===== src/rtl/riscv_wb_arbiter_pkg.sv =====
// riscv_wb_arbiter_pkg: shared widths and writeback source flags
package riscv_wb_arbiter_pkg;
    localparam int RegBus     = 32;
    localparam int RegAddrBus = 5;
    typedef enum logic {
        WB_SRC_ALU = 1'b0,
        WB_SRC_MEM = 1'b1
    } wb_src_e;
endpackage


===== src/rtl/riscv_wb_arbiter_if.sv =====
// riscv_wb_arbiter_if: result sources, issue tracking and register-file write port
interface riscv_wb_arbiter_if #(parameter int XLEN = riscv_wb_arbiter_pkg::RegBus);
    import riscv_wb_arbiter_pkg::*;
    logic                  alu_valid_i;
    logic [RegAddrBus-1:0] alu_rd_i;
    logic [XLEN-1:0]       alu_val_i;
    logic                  mem_valid_i;
    logic [RegAddrBus-1:0] mem_rd_i;
    logic [XLEN-1:0]       mem_val_i;
    logic                  mem_ready_o;
    logic                  issue_i;
    logic [RegAddrBus-1:0] issue_rd_i;
    logic                  rd_we_o;
    logic [RegAddrBus-1:0] rd_idx_o;
    logic [XLEN-1:0]       rd_val_o;
    logic [31:0]           busy_o;
    modport master (
        output alu_valid_i, alu_rd_i, alu_val_i, mem_valid_i, mem_rd_i, mem_val_i, issue_i, issue_rd_i,
        input  mem_ready_o, rd_we_o, rd_idx_o, rd_val_o, busy_o
    );
    modport slave (
        input  alu_valid_i, alu_rd_i, alu_val_i, mem_valid_i, mem_rd_i, mem_val_i, issue_i, issue_rd_i,
        output mem_ready_o, rd_we_o, rd_idx_o, rd_val_o, busy_o
    );
endinterface


===== src/rtl/riscv_wb_fifo.sv =====
// riscv_wb_fifo: DEPTH-entry FIFO with wrap-around pointers and explicit count
module riscv_wb_fifo #(
    parameter int WIDTH = 37,
    parameter int DEPTH = 2,
    parameter int CW    = $clog2(DEPTH + 1)
) (
    input  logic             clk,
    input  logic             rst,
    input  logic             push,
    input  logic             pop,
    input  logic [WIDTH-1:0] din,
    output logic [WIDTH-1:0] head,
    output logic [CW-1:0]    count,
    output logic             full
);
    localparam int PW = DEPTH > 1 ? $clog2(DEPTH) : 1;
    localparam logic [PW-1:0] LAST = PW'(DEPTH - 1);
    logic [WIDTH-1:0] mem [DEPTH];
    logic [PW-1:0]    wr_ptr, rd_ptr;
    assign head = mem[rd_ptr];
    assign full = count == CW'(DEPTH);
    // storage needs no reset: count gates every read
    always_ff @(posedge clk)
        if (push) mem[wr_ptr] <= din;
    // pointers wrap at DEPTH-1; count tracks occupancy directly
    always_ff @(posedge clk or posedge rst)
        if (rst) begin
            wr_ptr <= '0;
            rd_ptr <= '0;
            count  <= '0;
        end else begin
            if (push) wr_ptr <= wr_ptr == LAST ? '0 : wr_ptr + 1'b1;
            if (pop)  rd_ptr <= rd_ptr == LAST ? '0 : rd_ptr + 1'b1;
            count <= count + CW'(push) - CW'(pop);
        end
endmodule


===== src/rtl/riscv_wb_arbiter.sv =====
// riscv_wb_arbiter: owns the register-file write port and the pending-write scoreboard
module riscv_wb_arbiter import riscv_wb_arbiter_pkg::*; #(
    parameter int XLEN  = RegBus,
    parameter int DEPTH = 2
) (
    input logic              clk,
    input logic              rst,
    riscv_wb_arbiter_if.slave wb
);
    localparam int W  = RegAddrBus + XLEN;
    localparam int CW = $clog2(DEPTH + 1);
    logic                  full, empty, accept, pop, push, bypass, we_n;
    logic [W-1:0]          head;
    logic [CW-1:0]         count;
    logic [RegAddrBus-1:0] idx_n;
    logic [XLEN-1:0]       val_n;
    logic [31:0]           clr, set;
    wb_src_e               src_q;
    assign wb.mem_ready_o = !full;
    assign empty          = count == '0;
    assign accept         = wb.mem_valid_i & !full;
    assign pop            = !wb.alu_valid_i & !empty;
    assign bypass         = !wb.alu_valid_i & empty & accept;
    assign push           = accept & !bypass;
    assign {idx_n, val_n} = wb.alu_valid_i ? {wb.alu_rd_i, wb.alu_val_i} :
                            !empty         ? head : {wb.mem_rd_i, wb.mem_val_i};
    assign we_n = (wb.alu_valid_i | !empty | accept) & (idx_n != '0);
    assign clr  = (wb.rd_we_o && src_q == WB_SRC_MEM) ? 32'd1 << wb.rd_idx_o : '0;
    assign set  = (wb.issue_i && wb.issue_rd_i != '0) ? 32'd1 << wb.issue_rd_i : '0;
    riscv_wb_fifo #(.WIDTH(W), .DEPTH(DEPTH), .CW(CW)) u_fifo (
        .clk   (clk),
        .rst   (rst),
        .push  (push),
        .pop   (pop),
        .din   ({wb.mem_rd_i, wb.mem_val_i}),
        .head  (head),
        .count (count),
        .full  (full)
    );
    // write port: ALU first, then buffered results, then a bypassed mem result
    always_ff @(posedge clk or posedge rst)
        if (rst) begin
            wb.rd_we_o  <= 1'b0;
            wb.rd_idx_o <= '0;
            wb.rd_val_o <= '0;
            src_q       <= WB_SRC_ALU;
        end else begin
            wb.rd_we_o  <= we_n;
            wb.rd_idx_o <= idx_n;
            wb.rd_val_o <= val_n;
            src_q       <= wb.alu_valid_i ? WB_SRC_ALU : WB_SRC_MEM;
        end
    // scoreboard: a new issue overrides the clear from a same-index commit
    always_ff @(posedge clk or posedge rst)
        if (rst) wb.busy_o <= '0;
        else     wb.busy_o <= (wb.busy_o & ~clr) | set;
endmodule

===== src/flat_wrapper.sv =====
// flat-port wrapper written by rule: the top's interface ports become plain ports
module riscv_wb_arbiter_flat import riscv_wb_arbiter_pkg::*;
#(
    parameter int XLEN  = RegBus,
    parameter int DEPTH = 2
)
  (clk, rst, wb_alu_valid_i, wb_alu_rd_i, wb_alu_val_i, wb_mem_valid_i, wb_mem_rd_i, wb_mem_val_i, wb_issue_i, wb_issue_rd_i, wb_mem_ready_o, wb_rd_we_o, wb_rd_idx_o, wb_rd_val_o, wb_busy_o);
  riscv_wb_arbiter_if #(.XLEN(XLEN)) wb_i ();
  input logic clk;
  input logic rst;
  input wire logic [$bits(wb_i.alu_valid_i)-1:0] wb_alu_valid_i;
  input wire logic [$bits(wb_i.alu_rd_i)-1:0] wb_alu_rd_i;
  input wire logic [$bits(wb_i.alu_val_i)-1:0] wb_alu_val_i;
  input wire logic [$bits(wb_i.mem_valid_i)-1:0] wb_mem_valid_i;
  input wire logic [$bits(wb_i.mem_rd_i)-1:0] wb_mem_rd_i;
  input wire logic [$bits(wb_i.mem_val_i)-1:0] wb_mem_val_i;
  input wire logic [$bits(wb_i.issue_i)-1:0] wb_issue_i;
  input wire logic [$bits(wb_i.issue_rd_i)-1:0] wb_issue_rd_i;
  output wire logic [$bits(wb_i.mem_ready_o)-1:0] wb_mem_ready_o;
  output wire logic [$bits(wb_i.rd_we_o)-1:0] wb_rd_we_o;
  output wire logic [$bits(wb_i.rd_idx_o)-1:0] wb_rd_idx_o;
  output wire logic [$bits(wb_i.rd_val_o)-1:0] wb_rd_val_o;
  output wire logic [$bits(wb_i.busy_o)-1:0] wb_busy_o;
  assign wb_i.alu_valid_i = wb_alu_valid_i;
  assign wb_i.alu_rd_i = wb_alu_rd_i;
  assign wb_i.alu_val_i = wb_alu_val_i;
  assign wb_i.mem_valid_i = wb_mem_valid_i;
  assign wb_i.mem_rd_i = wb_mem_rd_i;
  assign wb_i.mem_val_i = wb_mem_val_i;
  assign wb_i.issue_i = wb_issue_i;
  assign wb_i.issue_rd_i = wb_issue_rd_i;
  assign wb_mem_ready_o = wb_i.mem_ready_o;
  assign wb_rd_we_o = wb_i.rd_we_o;
  assign wb_rd_idx_o = wb_i.rd_idx_o;
  assign wb_rd_val_o = wb_i.rd_val_o;
  assign wb_busy_o = wb_i.busy_o;
  riscv_wb_arbiter #(.XLEN(XLEN), .DEPTH(DEPTH)) u_core (.clk(clk), .rst(rst), .wb(wb_i));
endmodule

===== config.mk =====
export PLATFORM = sky130hd
export DESIGN_NAME = riscv_wb_arbiter_flat
export DESIGN_NICKNAME = d
export VERILOG_FILES = /design/src/rtl/riscv_wb_arbiter_pkg.sv /design/src/rtl/riscv_wb_arbiter_if.sv /design/src/rtl/riscv_wb_fifo.sv /design/src/rtl/riscv_wb_arbiter.sv /design/src/flat_wrapper.sv
export SDC_FILE = /design/constraint.sdc
export NUM_CORES = 1
export LEC_CHECK = 0
export BUFFER_PORTS_ARGS = -buffer_cell sky130_fd_sc_hd__buf_2
export CAP_MARGIN = 5
export CORE_MARGIN = 8
export CORE_UTILIZATION = 48
export CTS_CLUSTER_SIZE = 16
export DETAILED_ROUTE_END_ITERATION = 8
export PLACE_DENSITY = 0.73
export SYNTH_ARGS = -nofsm -noshare
export SYNTH_HDL_FRONTEND = slang
export SYNTH_HIERARCHICAL = 1
export SYNTH_SLANG_ARGS = --single-unit

===== constraint.sdc =====
create_clock -name clk -period 2.9 [get_ports clk]
set_input_delay 0 -clock clk [delete_from_list [all_inputs] [get_ports clk]]
set_output_delay 0 -clock clk [all_outputs]
set_load 0.01 [all_outputs]

Word level (Yosys, flattened, before mapping):

Memory sizes are Yosys's and may differ from the RTL's.
Index checks and enable logic that the tools add are counted.

* flip-flop bits (word level): 75
* bits in latches: 0
* bits in writable memories: 74
* bits in read-only memories: 0
* input port bits: 84
* output and inout port bits: 71
* logic and storage cells: 45
* memories kept: 1

Memory list
* u_core.u_fifo.mem: depth 2, width 37, read ports 1, clocked after Yosys merged registers in 0, write ports 1, line riscv_wb_fifo.sv:18 `logic [WIDTH-1:0] mem [DEPTH];`

* add/subtract/negate cells: 4
* multiply operators: 0
* divide/modulo/power cells: 0
* $lt $le $gt $ge: 0
* equal/unequal tests: 1
* shift-type cells: 2
* multiplexer cells: 9
* bitwise operators: 11
* reduce and logical (&&, ||, !) cells: 9

Operators with widths (number)
* $mux W37: 2
* $mux W32: 2
* $shl A1 B5 Y32 const A: 2
* $and A32 B32 Y32: 1
* $not A32 Y32: 1
* $or A32 B32 Y32: 1
* $reduce_bool A5 Y1: 2
* $and A1 B1 Y1: 6
* $mux W1: 5
* $logic_not A1 Y1: 4
* $add A1 B1 Y1 const B: 2
* $add A2 B1 Y2: 1
* $eq A2 B2 Y1 const B: 1
* $logic_and A1 B1 Y1: 2
* $logic_not A2 Y1: 1
* $or A1 B1 Y1: 2
* $sub A2 B1 Y2: 1

Logic depth before layout (Yosys ltp):

* word-level depth: 8
* mapped depth: 8

Hierarchy:

The synthesis kept the hierarchy.

By module, submodules not included
* riscv_wb_arbiter: times used 1, cells an instance 313, area an instance 3218.1 um^2, seq. area each 1776.7 um^2
* riscv_wb_fifo: times used 1, cells an instance 130, area an instance 2949.1 um^2, seq. area each 2322.2 um^2

Worst setup path before layout:

No wires, ideal clock.

* path type: register to register
* start point: register u_core.u_fifo.count[1]
* end point: memory u_core.u_fifo.mem[0][0], enable pin
* setup time: 436 ps
* data arrival time: 2585 ps
* required time: 2464 ps
* path slack: -121 ps
* stages on the path, launching flop included: 6
* path buffers: 0
* period minus slack after synthesis: 3021 ps
* path through: dfrtp_1 > nor2b_1 > inv_1 > nand2_1 > nor2_1 > nor2b_1

* word-level cells in the longest chain between the ends: 8
* elaborated cells between the ends (all ways): 10
* those cells by class: eq/ne (1); mux (2); bitwise (4); reduce/logical (3)

Ends and longest elaborated chain
* start, declared: line riscv_wb_fifo.sv:13 `output logic [CW-1:0] count,`
* start signal, assigned: line riscv_wb_fifo.sv:34 `count <= count + CW'(push) - CW'(pop);`
* $eq A2 B2 Y1 (*): line riscv_wb_fifo.sv:21 `assign full = count == CW'(DEPTH);`
* named net u_core.full: line riscv_wb_arbiter.sv:12 `logic full, empty, accept, pop, push, bypass, we_n;`
* $logic_not A1 Y1 (*)
* named net wb_mem_ready_o: line flat_wrapper.sv:19 `output wire logic [$bits(wb_i.mem_ready_o)-1:0] wb_mem_ready_o;`
* $and A1 B1 Y1 (*): line riscv_wb_arbiter.sv:21 `assign accept = wb.mem_valid_i & !full;`
* $and A1 B1 Y1: line riscv_wb_arbiter.sv:23 `assign bypass = !wb.alu_valid_i & empty & accept;`
* $logic_not A1 Y1: line riscv_wb_arbiter.sv:24 `assign push = accept & !bypass;`
* $and A1 B1 Y1 (*): line riscv_wb_arbiter.sv:24
* named net u_core.push: line riscv_wb_arbiter.sv:12
* $mux W1 (*): line riscv_wb_fifo.sv:24 `if (push) mem[wr_ptr] <= din;`
* $mux W1 (implied by the code) (*): line riscv_wb_fifo.sv:24
* end, declared: line riscv_wb_fifo.sv:18

The timed path passes the listed nets; every way through them passes the cells marked *.

Worst setup path in the final report:

* start point: register u_core.u_fifo.rd_ptr
* end point: register u_core.wb.rd_val_o[24]

* word-level cells in the longest chain between the ends: 3

Ends and longest elaborated chain
* start, declared: line riscv_wb_fifo.sv:19 `logic [PW-1:0] wr_ptr, rd_ptr;`
* start signal, assigned: line riscv_wb_fifo.sv:33 `if (pop) rd_ptr <= rd_ptr == LAST ? '0 : rd_ptr + 1'b1;`
* $mem_v2 Z2 W37
* named net u_core.head[24]: line riscv_wb_arbiter.sv:13 `logic [W-1:0] head;`
* $mux W37: line riscv_wb_arbiter.sv:26 `!empty ? head : {wb.mem_rd_i, wb.mem_val_i};`
* $mux W37: line riscv_wb_arbiter.sv:25 `assign {idx_n, val_n} = wb.alu_valid_i ? {wb.alu_rd_i, wb.alu_val_i} :`
* named net u_core.val_n[24]: line riscv_wb_arbiter.sv:16 `logic [XLEN-1:0] val_n;`
* end signal, assigned: line riscv_wb_arbiter.sv:50 `wb.rd_val_o <= val_n;`
* end, declared: line riscv_wb_arbiter_if.sv:23 `output mem_ready_o, rd_we_o, rd_idx_o, rd_val_o, busy_o`

The timed path passes the listed nets, and every way through them passes these cells.
A chain may end at the register's enable or synchronous reset.

==> results by group <==
STA
  • Setup TNS: 0 ps
  • Relative slew slack: 52.9%
  • Layout Skew: 9.61 ps
  • Worst-Margin Slew: 706 ps
  • Setup violators final: 0
  • Hold Fails Final Rpt: 0
  • RSZ-0062 raised after global routing: false
  • Slew Limit Fails: 0
  • Fmax: 404 MHz
  • Final period utilization: 85.3%
  • Tmin final: 2470 ps
  • Worst hold slack: 51.0 ps

Drt
  • 1st-iter DRT viols: 389
  • Via/cell ratio: 5.24
  • Routed WL: 16.1 mm
  • Vias: 4,588
  • Residual DRC: 0
  • Wire per inst: 18.4 um
  • Drt pass-1 iters: 5
  • Final ANT Viol Nets: 0

Place
  • IO buf count: 154
  • DP Wirelength: 10.1 mm
  • GP Congestion: 0.840

Floorplanning
  • Row count: 41
  • Initial core utilization: 49.1%
  • Die width: 129 um
  • Die Area: 0.0167 sq mm
  • Ports: 155
  • DIE HEIGHT: 129 um
  • Total core area: 0.0126 sq mm

Global routing
  • GRT Overall Usage: 19.5%
  • Number of global-route vias before repair: 4,827
  • First-pass GRT wire length: 24.8 mm
  • Remaining Overflow, GRT: 0
  • Initial antenna violation count: 1
  • Largest net degree at the start of global routing: 46

Synthesis
  • Post-synth EDFFs: 74
  • Ys async rst share: 50.3%
  • Mapped Nets: 529
  • Post-synthesis instance total: 443
  • Synth area leaders: edfxtp_1 (36%), dfrtp_1 (30%), mux2i_1 (5.4%)
  • Synth cell types: 39
  • Yosys top cell area share: 36.0%
  • Top FF cell, synth: dfrtp_1
  • Post-Syn Area: 0.00617 sq mm
  • Yosys warns: 6
  • #FFs+latches synth: 149
  • Sequential fraction of the synthesis area: 66.5%
  • Syn Area/Cell: 13.9 sq um
  • Synth area leader: edfxtp_1

Critical path
  • Critical-path maximum fanout: 20
  • Data required, critical path: 3210 ps
  • CP endpoint kind: flip-flop
  • Crit path kind: reg -> reg
  • Startpoint type of the worst setup path: flip-flop
  • Critical path arrival: 2780 ps

Finish
  • Multi-input gate area: 0.00192 sq mm
  • Final #Nets: 775
  • Final core utilization: 68.6%
  • Fillers: 857
  • Area delta synth->final: 39.7%
  • Layout cells sized above 1: 33.0%
  • Sequential cell area: 0.00410 sq mm

Power
  • P_sw: 2.49 mW
  • Maximum VDD drop: 467 uV
  • Clock Power Share: 27.8%
  • Power density cells: 929 mW/mm^2
  • Sequential Power Share: 41.3%
  • Switching portion of total power: 31.1%
  • Tot Pwr: 8.01 mW
  • Comb pwr share: 30.9%
  • Internal power: 5.52 mW
  • Pleak: 3.59 nW

CTS
  • Root Buffer: clkbuf_16
  • Clock latency on the worst-skew pair: 420 ps
  • TritonCTS Sinks: 149
  • Depth of the CTS H-tree: 4
  • Resize count post-CTS: 0
  • CTS tree: yes
  • Clock Pin Slew Worst Setup and Hold Paths: 60 ps
  • Max Root-Sink Buffers: 2
  • Total CTS buffers: 17
  • Post-CTS Setup Inserts: 0

Min path
  • HP Class: in -> async

Outcome
  • Status: finished clean

Flow run
  • Max-Cap Viols: 0
-- cell usage in the layout, fill, tap and decap left out, types with 6 or more instances in the layout --
cell	n
inv_1	8
mux2i_1	33
dfrtp_1	74
mux2_2	17
o31ai_1	7
nand2_1	45
clkbuf_16	18
buf_2	154
mux2_4	20
or4b_1	6
o21ai_0	22
nand2b_1	6
edfxtp_1	74
dlygate4sd3_1	88
o21ai_1	61
-- area by class of cell --
class / instances / share of cell area [%]
inverter: 10 / 0.436
clock buffer: 24 / 5.95
multi-input combinational: 262 / 22.3
sequential: 149 / 47.6
timing repair buffer: 249 / 20.1
antenna: 1 / 0.0290
clock inverter: 8 / 1.10
tap: 172 / 2.50
-- metrics by stage --
step | instance area, sq um | worst slack [ps] | std cells
global route | 8620 | 356 | 875
global placement | 7130 | 827 | 754
finish | 8620 | 426 | 875
detailed placement | 7130 | 781 | 754
floorplan | 6170 | 570 | 443
CTS | 8610 | 416 | 874
-- layer usage --
layer / track usage, % / vias to the layer above / share of wire [%]
li1: - / 2128 / -
met1: 22.2 / 2234 / 40
met2: 32.7 / 196 / 50
met3: 6.45 / 30 / 7.8
met4: 9.47 / 0 / 2.3
met5: 0 / - / 0
-- power groups by stage --
stage / sequential (mW) / clock [mW] / combinational, mW
finish: 3.31 / 2.23 / 2.47
floorplan: 3.33 / 0 / 1.52
detailed placement: 3.34 / 0 / 2.34
global route: 3.38 / 2.35 / 2.68
global placement: 3.31 / 0 / 2.30
CTS: 3.30 / 2.25 / 2.47
-- worst paths after layout --
kind | startpoint | end | slack (ps) | depth (start not counted)
worst max register to register | u_core/u_fifo/rd_ptr$_DFFE_PP0P_ | u_core/wb.rd_val_o[24]$_DFF_PP0_ | 430 | 5
worst min register to register | u_core/wb.busy_o[23]$_DFF_PP0_ | u_core/wb.busy_o[23]$_DFF_PP0_ | 490 | 1
max in group asynchronous | rst | u_core/wb.busy_o[5]$_DFF_PP0_ | 1960 | 4
min in group clk | wb_alu_valid_i | u_core/src_q$_DFF_PP0_ | 70 | 2
worst max-delay path | u_core/u_fifo/rd_ptr$_DFFE_PP0P_ | u_core/wb.rd_val_o[24]$_DFF_PP0_ | 430 | 5
worst min-delay path | rst | u_core/u_fifo/rd_ptr$_DFFE_PP0P_ | 50 | 3
-- kinds of logic (layout without fill, tap and decap cells) --
logic type / count (synthesis) / in the layout / share of synthesized area, %
other: 0 / 1 / 0
muxes: 70 / 70 / 13.3
adders and majority gates: 2 / 2 / 0.406
buffers and inverters: 32 / 291 / 2.48
and+or+nand+nor: 87 / 87 / 7.69
xor gates and xnor gates: 3 / 3 / 0.670
DFF: 149 / 149 / 66.5
AOI/OAI and AO/OA: 100 / 100 / 8.97
-- critical path, stage by stage, from the launching register on --
cell and delay [ps]:
dfrtp_2 740, buf_4 410, mux2_2 380, mux2i_1 170, o21ai_1 80, dlygate4sd3_1 560
-- cell usage after synthesis, types with 2 or more instances --
master / number
nand3b_1: 5
or4_1: 2
xor2_1: 2
nand3_1: 2
mux2i_1: 33
o21ai_1: 61
mux2_4: 20
edfxtp_1: 74
buf_6: 3
inv_1: 9
o41ai_1: 2
nand2_1: 45
o21ai_0: 22
o311ai_1: 3
o2bb2ai_1: 2
nand2b_1: 6
and2_1: 2
or4b_1: 6
mux2_2: 17
buf_1: 5
o31ai_1: 7
nand4b_1: 3
clkbuf_1: 6
or3b_1: 2
nor2_1: 4
buf_2: 8
ha_1: 2
nor2b_1: 3
nor3_1: 3
dfrtp_1: 75
-- flip-flops by register name, summed over array words and instances, names as in the netlist --
signal	flops
u_core/wb.busy_o	32
u_core/u_fifo/mem	74
u_core/u_fifo/count	2
u_core/src_q	1
u_core/u_fifo/wr_ptr	1
u_core/u_fifo/rd_ptr	1
u_core/wb.rd_val_o	32
u_core/wb.rd_we_o	1
u_core/wb.rd_idx_o	5
-- timing repair --
action                                 CTS  global route
endpoints found under the hold margin  157             0
setup endpoints to repair                0             0
hold buffers                            88             0
Note: power is estimated with default switching activity, not from simulation.
